`config.mk`:
```
export PLATFORM = sky130hd
export DESIGN_NAME = minibus_master_port
export DESIGN_NICKNAME = d
export VERILOG_FILES = /design/src/rtl/minibus_master_port.sv
export SDC_FILE = /design/constraint.sdc
export NUM_CORES = 1
export LEC_CHECK = 0
export ABC_AREA = 0
export CORE_MARGIN = 5
export CORE_UTILIZATION = 41
export CTS_CLUSTER_DIAMETER = 200
export CTS_CLUSTER_SIZE = 14
export DETAILED_ROUTE_END_ITERATION = 16
export PLACE_DENSITY = 0.8
export RECOVER_POWER = 100
export SYNTH_ARGS = -nofsm -noshare
export SYNTH_HDL_FRONTEND = slang
export SYNTH_SLANG_ARGS = --single-unit
```
`constraint.sdc`:
```
create_clock -name clk -period 5.5 [get_ports clk]
set_clock_uncertainty 0.1 [all_clocks]
set_input_delay 1.375 -clock clk [delete_from_list [all_inputs] [get_ports clk]]
set_output_delay 1.375 -clock clk [all_outputs]
set_load 0.01 [all_outputs]
```
`src/rtl/minibus_master_port.sv`:
```
// Mini-Bus initiator: accepts one core load/store, checks alignment, drives the bus until ack,
// then returns lane-extracted read data. Optional REQ timeout under MINIBUS_MASTER_TIMEOUT_EN.
module minibus_master_port #(
  parameter int ADDR_WIDTH     = 32,
  parameter int DATA_WIDTH     = 32,
  parameter int TIMEOUT_CYCLES = 16
) (
  input  logic                  clk,
  input  logic                  rst,
  input  logic                  core_req_valid,
  output logic                  core_req_ready,
  input  logic                  core_wen,
  input  logic [ADDR_WIDTH-1:0] core_addr,
  input  logic [DATA_WIDTH-1:0] core_wdata,
  input  logic [1:0]            core_width,
  input  logic                  core_signed,
  output logic                  core_resp_valid,
  output logic [DATA_WIDTH-1:0] core_resp_rdata,
  output logic                  core_resp_err,
  output logic                  core_resp_timeout,
  output logic                  bus_wen,
  output logic                  bus_ren,
  output logic [ADDR_WIDTH-1:0] bus_addr,
  output logic [DATA_WIDTH-1:0] bus_wdata,
  output logic [1:0]            bus_width,
  input  logic                  bus_ack,
  input  logic                  bus_err,
  input  logic [DATA_WIDTH-1:0] bus_rdata
);

  typedef enum logic [1:0] {IDLE, REQ, RESP} state_e;

  state_e                state_q, state_d;
  logic                  bus_wen_q, bus_wen_d;
  logic                  bus_ren_q, bus_ren_d;
  logic [ADDR_WIDTH-1:0] bus_addr_q, bus_addr_d;
  logic [DATA_WIDTH-1:0] bus_wdata_q, bus_wdata_d;
  logic [1:0]            bus_width_q, bus_width_d;
  logic                  signed_q, signed_d;
  logic                  resp_valid_q, resp_valid_d;
  logic [DATA_WIDTH-1:0] resp_rdata_q, resp_rdata_d;
  logic                  resp_err_q, resp_err_d;
  logic [DATA_WIDTH-1:0] lane_data;
  logic [7:0]            lane_byte;
  logic [15:0]           lane_half;
  logic                  illegal;

`ifdef MINIBUS_MASTER_TIMEOUT_EN
  localparam int CNT_W = $clog2(TIMEOUT_CYCLES + 1);
  logic [CNT_W-1:0] cnt_q, cnt_d;
  logic             resp_timeout_q, resp_timeout_d;
`endif

  assign illegal = (core_width == 2'b11) ||
                   (core_width == 2'b01 && core_addr[0]) ||
                   (core_width == 2'b10 && core_addr[1:0] != 2'b00);

  // Slaves return the whole word; pick the addressed lane and extend it.
  assign lane_byte = bus_rdata[{bus_addr_q[1:0], 3'b000} +: 8];
  assign lane_half = bus_rdata[{bus_addr_q[1], 4'b0000} +: 16];

  always_comb begin
    case (bus_width_q)
      2'b00:   lane_data = {{(DATA_WIDTH-8){signed_q & lane_byte[7]}}, lane_byte};
      2'b01:   lane_data = {{(DATA_WIDTH-16){signed_q & lane_half[15]}}, lane_half};
      default: lane_data = bus_rdata;
    endcase
  end

  always_comb begin
    // NOTE: every next-state signal gets its hold value first so no path infers a latch.
    state_d      = state_q;
    bus_wen_d    = bus_wen_q;
    bus_ren_d    = bus_ren_q;
    bus_addr_d   = bus_addr_q;
    bus_wdata_d  = bus_wdata_q;
    bus_width_d  = bus_width_q;
    signed_d     = signed_q;
    resp_valid_d = 1'b0;
    resp_rdata_d = resp_rdata_q;
    resp_err_d   = resp_err_q;
`ifdef MINIBUS_MASTER_TIMEOUT_EN
    cnt_d          = cnt_q;
    resp_timeout_d = resp_timeout_q;
`endif
    case (state_q)
      IDLE: begin
        if (core_req_valid) begin
          bus_addr_d   = core_addr;
          bus_wdata_d  = core_wdata;
          bus_width_d  = core_width;
          signed_d     = core_signed;
          resp_rdata_d = '0;
          resp_err_d   = 1'b0;
`ifdef MINIBUS_MASTER_TIMEOUT_EN
          cnt_d          = '0;
          resp_timeout_d = 1'b0;
`endif
          if (illegal) begin
            state_d      = RESP;
            resp_valid_d = 1'b1;
            resp_err_d   = 1'b1;
          end else begin
            state_d   = REQ;
            bus_wen_d = core_wen;
            bus_ren_d = ~core_wen;
          end
        end
      end
      REQ: begin
        if (bus_ack) begin
          state_d      = RESP;
          bus_wen_d    = 1'b0;
          bus_ren_d    = 1'b0;
          resp_valid_d = 1'b1;
          resp_err_d   = bus_err;
          resp_rdata_d = (bus_err || bus_wen_q) ? '0 : lane_data;
        end
`ifdef MINIBUS_MASTER_TIMEOUT_EN
        else begin
          cnt_d = cnt_q + 1'b1;
          // The count after this cycle would hit the limit: abort now so the bus saw exactly N cycles.
          if (cnt_q == CNT_W'(TIMEOUT_CYCLES - 1)) begin
            state_d        = RESP;
            bus_wen_d      = 1'b0;
            bus_ren_d      = 1'b0;
            resp_valid_d   = 1'b1;
            resp_err_d     = 1'b1;
            resp_timeout_d = 1'b1;
          end
        end
`endif
      end
      RESP:    state_d = IDLE;
      default: state_d = IDLE;
    endcase
  end

  // NOTE: state registers use non-blocking assignments so every flop samples pre-edge values.
  always_ff @(posedge clk or posedge rst) begin
    if (rst) begin
      state_q      <= IDLE;
      bus_wen_q    <= 1'b0;
      bus_ren_q    <= 1'b0;
      bus_addr_q   <= '0;
      bus_wdata_q  <= '0;
      bus_width_q  <= 2'b00;
      signed_q     <= 1'b0;
      resp_valid_q <= 1'b0;
      resp_rdata_q <= '0;
      resp_err_q   <= 1'b0;
    end else begin
      state_q      <= state_d;
      bus_wen_q    <= bus_wen_d;
      bus_ren_q    <= bus_ren_d;
      bus_addr_q   <= bus_addr_d;
      bus_wdata_q  <= bus_wdata_d;
      bus_width_q  <= bus_width_d;
      signed_q     <= signed_d;
      resp_valid_q <= resp_valid_d;
      resp_rdata_q <= resp_rdata_d;
      resp_err_q   <= resp_err_d;
    end
  end

`ifdef MINIBUS_MASTER_TIMEOUT_EN
  always_ff @(posedge clk or posedge rst) begin
    if (rst) begin
      cnt_q          <= '0;
      resp_timeout_q <= 1'b0;
    end else begin
      cnt_q          <= cnt_d;
      resp_timeout_q <= resp_timeout_d;
    end
  end
  assign core_resp_timeout = resp_timeout_q;
`else
  assign core_resp_timeout = 1'b0;
`endif

  assign core_req_ready  = (state_q == IDLE);
  assign core_resp_valid = resp_valid_q;
  assign core_resp_rdata = resp_rdata_q;
  assign core_resp_err   = resp_err_q;
  assign bus_wen         = bus_wen_q;
  assign bus_ren         = bus_ren_q;
  assign bus_addr        = bus_addr_q;
  assign bus_wdata       = bus_wdata_q;
  assign bus_width       = bus_width_q;

endmodule

```
# == Yosys cells after proc, flatten, opt, wreduce, memory -nomap -nowiden ==
# Index checks and enable logic that the tools add are counted.
# word_totals
regBits,105
input_bits,105
out_inout_bits,104
# op_classes
n_reduce_logical,13
n_shift,2
bitwise_logic,3
eq_ne,8
mux,23
# op_table
cell,count
case mux 32 bit (2 select lines),2
two-way mux 32 bit,3
variable part select 32 x 6 -> 16 bit,1
variable part select 32 x 6 -> 8 bit,1
two-way mux 1 bit,10
case mux 1 bit (2 select lines),4
"equality test 2 x 1 -> 1 bit, second input constant",3
two-way mux 2 bit,3
"inequality test 2 bit, second input constant",3
"equality test 2 bit, second input constant",2
zero test 2 bit,2
case mux 2 bit (2 select lines),1
AND reduction 2 bit,2
AND reduction 4 bit,1
nonzero test 2 bit,2
logical OR 1 bit,3
AND reduction 3 bit,1
AND 1 bit,2
logical AND 1 bit,2
NOT 1 bit,1

# == Logic depth before layout (Yosys ltp) ==
# logic_depth
word_depth,7
depth_mapped,7
depth_no_buf,4

# == Worst setup path after synthesis ==
# No wires, ideal clock.
# synth_timing
path_type,input -> register
from,input bus_rdata[31]
to,"register resp_rdata_q[16], in the netlist core_resp_rdata[16]"
cell_stages,5
setup_slack_ns,2.791
t_arrival_ns,2.482
setup_ns,0.127
cell_sequence,mux2_2 > a22oi_1 > a2111oi_4 > buf_6 > a221o_2
# synth_via
elab_chain_len,6
elab_cells_between_ends,8
# synth_rtl
element,line,text
from (decl),28,input logic [DATA_WIDTH-1:0] bus_rdata
variable part select 32 x 6 -> 16 bit or variable part select 32 x 6 -> 8 bit (tied branches),"60, 59",
"AND 1 bit, on equally long branches","65, 64",
case mux 32 bit (2 select lines) *,63,case (bus_width_q)
two-way mux 32 bit *,117,resp_rdata_d = (bus_err || bus_wen_q) ? '0 : lane_data;
two-way mux 32 bit *,111,if (bus_ack) begin
case mux 32 bit (2 select lines) *,86,case (state_q)
to (signal assigned),161,resp_rdata_q <= resp_rdata_d;
to (decl),41,"logic [DATA_WIDTH-1:0] resp_rdata_q, resp_rdata_d;"
# Every way passes the cells marked *; elsewhere a longest branch is shown, timed or not. The select of a mux whose other input is x is not followed.
# A chain may end at the register's enable or synchronous reset.

# == Worst setup path in the final report ==
# layout_timing
from,input core_req_valid
to,"register bus_wdata_q[14], in the netlist bus_wdata[14]"
# layout_via
elab_chain_len,1
# layout_rtl
element,line,text
from (decl),10,"input logic core_req_valid,"
AND reduction 2 bit (no line),n/a,
to (signal assigned),157,bus_wdata_q <= bus_wdata_d;
to (decl),37,"logic [DATA_WIDTH-1:0] bus_wdata_q, bus_wdata_d;"
# Every way passes these cells.

==> results.yml <==
global_route:
  grt_pass1_wl_mm: 19.7
  vias_in_the_first_global_route: 3741
  globalRouteTotalUtil_pct: 18.9
  grt_antenna_before_repair: 0
  overflow: 0
  grt_start_max_net_pins: 76
outcome:
  status: "finished with violations"
  failed_checks: "capacitance limit, slew limit"
pwr:
  finalPower_mw: 2.53
  p_per_area_nw_per_um2: 370
  static-leakage-power_nw: 2.94
  max-vdd-ir-drop_uv: 225
sta:
  max_freq_ghz: 0.233
  slew_viol_final: 63
  rsz0062_at_grt: "false"
  final_period_minus_worst_setup_slack_ns: 4.30
  totalNegativeSetupSlack_ns: 0
  tightestPinTransition_ns: 1.93
  slew-limit-headroom_pct: -28.9
  layout_worst_path_cycle_share_pct: 78.2
  report.final.setup_viol: 0
  final.setup.worst_slack_ns: 1.20
  finalHoldViolations: 0
drt:
  num_vias: 3528
  wire_per_inst_um: 18.5
  pre_repair_dr_iteration_count: 4
  detail_route.wirelength_mm: 12.6
  first_iter_violations: 106
  ant_nets: 0
  detail_route.vias_per_cell: 5.19
  drt_drc_violations_left: 0
setup_path:
  setup.worst_path.class: "input port to register"
  critical_path_arrival_ns: 4.46
  start_kind: "input port"
  endpoint_kind: "register"
  cp_max_fo: 42
  cp_data_required_time_ns: 5.66
die:
  floorplan.die.width_um: 115
  initial_utilization_pct: 41.7
  core_area_um2: 10800
  die_height_um: 115
  floorplan.die_area_um2: 13200
  num_rows: 38
  io_pins: 209
synthesis:
  synth.net_count: 444
  postSynthCellCount: 339
  synth_edf_count: 0
  syn_avg_cell_area_um2: 13.3
  most_used_flip_flop_cell_after_synthesis: "dfrtp_1"
  async_reset_ff_share_pct: 100
  synth_area_um2: 4520
  synth.yosys.seq_area_share_pct: 58.2
  synthTopCellsByArea: "dfrtp_1 (58%), mux2_2 (19%), a221o_2 (4.0%)"
  yosys_warnings: 0
  synth_top_cell_area_share_pct: 58.2
  postSynthRegisterBits: 105
  biggest_area_consumer_among_synthesized_cells: "dfrtp_1"
  netlist-cell-type-count: 38
clocking:
  clk-insertion-delay-late_ns: 0.36
  postCtsHoldBufs: 0
  cts_tree: "built"
  clk_transition_reported_paths_ns: 0.10
  clock_tree.root_cell: "clkbuf_8"
  clock_tree.htree_level_count: 3
  postCtsSetupRepairBufs: 0
  clock_path_buffers: 2
  cts_resized: 0
  tritoncts_num_sinks: 105
  cts_buffers: 9
layout:
  areaGrowthSynthToFinish_pct: 51.7
  final_cell_mix: "dlygate4sd3_1 (108), dfrtp_1 (105), clkdlybuf4s50_1 (99)"
  finish.net_count: 640
  final_common_cell: "dlygate4sd3_1"
  instances_no_fill: 680
  insertedDiodeCount: 0
  drive_gt1_share_pct: 20.7
placement:
  place.port_buffers: 207
  post-place-cells: 664
  gp_congestion: 0.834
  hpwl_mm: 9.59
  pre_cts_ws_ns: 1.79
hold_path:
  holdCritPathClass: "register to register"
flow_run:
  maxCapViolations: 2
## report_power, final
part	internal (mW)	total [mW]	switching [mW]
logic	0.538	0.937	0.400
clock network	0.224	0.497	0.273
registers	0.965	1.10	0.136
total	1.73	2.53	0.809
## per-stage QoR
| step | hold WS, ns | instance area [um^2] | utilization [%] |
|---|---|---|---|
| after floorplan | 0.416 | 4520 | - |
| after global placement | 0.369 | 6660 | 61.4 |
| after detailed placement | 0.381 | 6660 | 61.4 |
| after CTS | 0.404 | 6860 | 63.3 |
| after global routing | 0.424 | 6850 | 63.2 |
| final | 0.392 | 6850 | 63.2 |
## worst paths after layout
path	start	endpoint	slack [ns]	cells past startpoint
min reg2reg	core_resp_rdata[13]	core_resp_rdata[13]	0.39	1
max reg2reg	state_q[1]	bus_wdata[14]	1.94	4
min in group asynchronous	rst	bus_addr[12]	1.57	2
max in group asynchronous	rst	bus_addr[5]	1.68	3
max	core_req_valid	bus_wdata[14]	1.20	4
min	core_resp_rdata[13]	core_resp_rdata[13]	0.39	1
## final cells by class
type	instances	area, um^2
clock buffer	10	138
timing repair buffer	210	2090
multi-input combinational	202	1730
tap	140	175
sequential	105	2630
inverter	7	28.8
clock inverter	6	66.3
fill	855	3990
## per-layer routing
metal	routed length, um	vias up	part of all wire [%]	GRT usage [%]
met2	6030	151	48	30.6
met3	1170	20	9.3	6.53
met5	0	-	0	0
met4	247	0	2.0	6.73
li1	-	1640	-	-
met1	5110	1717	41	23.7
## cells by family (layout without fill, tap and decap cells)
| family | Yosys count | count (layout) | share of synthesized area (%) |
|---|---|---|---|
| flops | 105 | 105 | 58.2 |
| buf+inv | 32 | 233 | 3.63 |
| other cells | 1 | 1 | 0.0830 |
| simple gates | 50 | 50 | 5.87 |
| compound gates | 76 | 76 | 13.5 |
| mux | 75 | 75 | 18.7 |
## sequential cells by signal, summed over array words and instances (netlist names)
name	flops
state_q	2
core_resp_valid	1
core_resp_rdata	32
signed_q	1
bus_addr	32
bus_wdata	32
core_resp_err	1
bus_width	2
bus_ren	1
bus_wen	1
## synthesized netlist by cell type (all sizes together), types with 3 or more instances
library cell  count
dfrtp           105
mux2             75
o21ai            21
a221o            16
buf              14
nor2             12
clkbuf           11
nand2            11
nand2b           10
and2              9
a32o              7
a211oi            6
inv               6
a21oi             5
a221oi            4
a21o              3
o21a              3
o22ai             3
## worst max-delay path: stages
cell and delay [ns]:
dlygate4sd3_1 0.56, and2_0 1.44, buf_4 0.66, mux2_2 0.40
(Power assumes the default switching activity.)
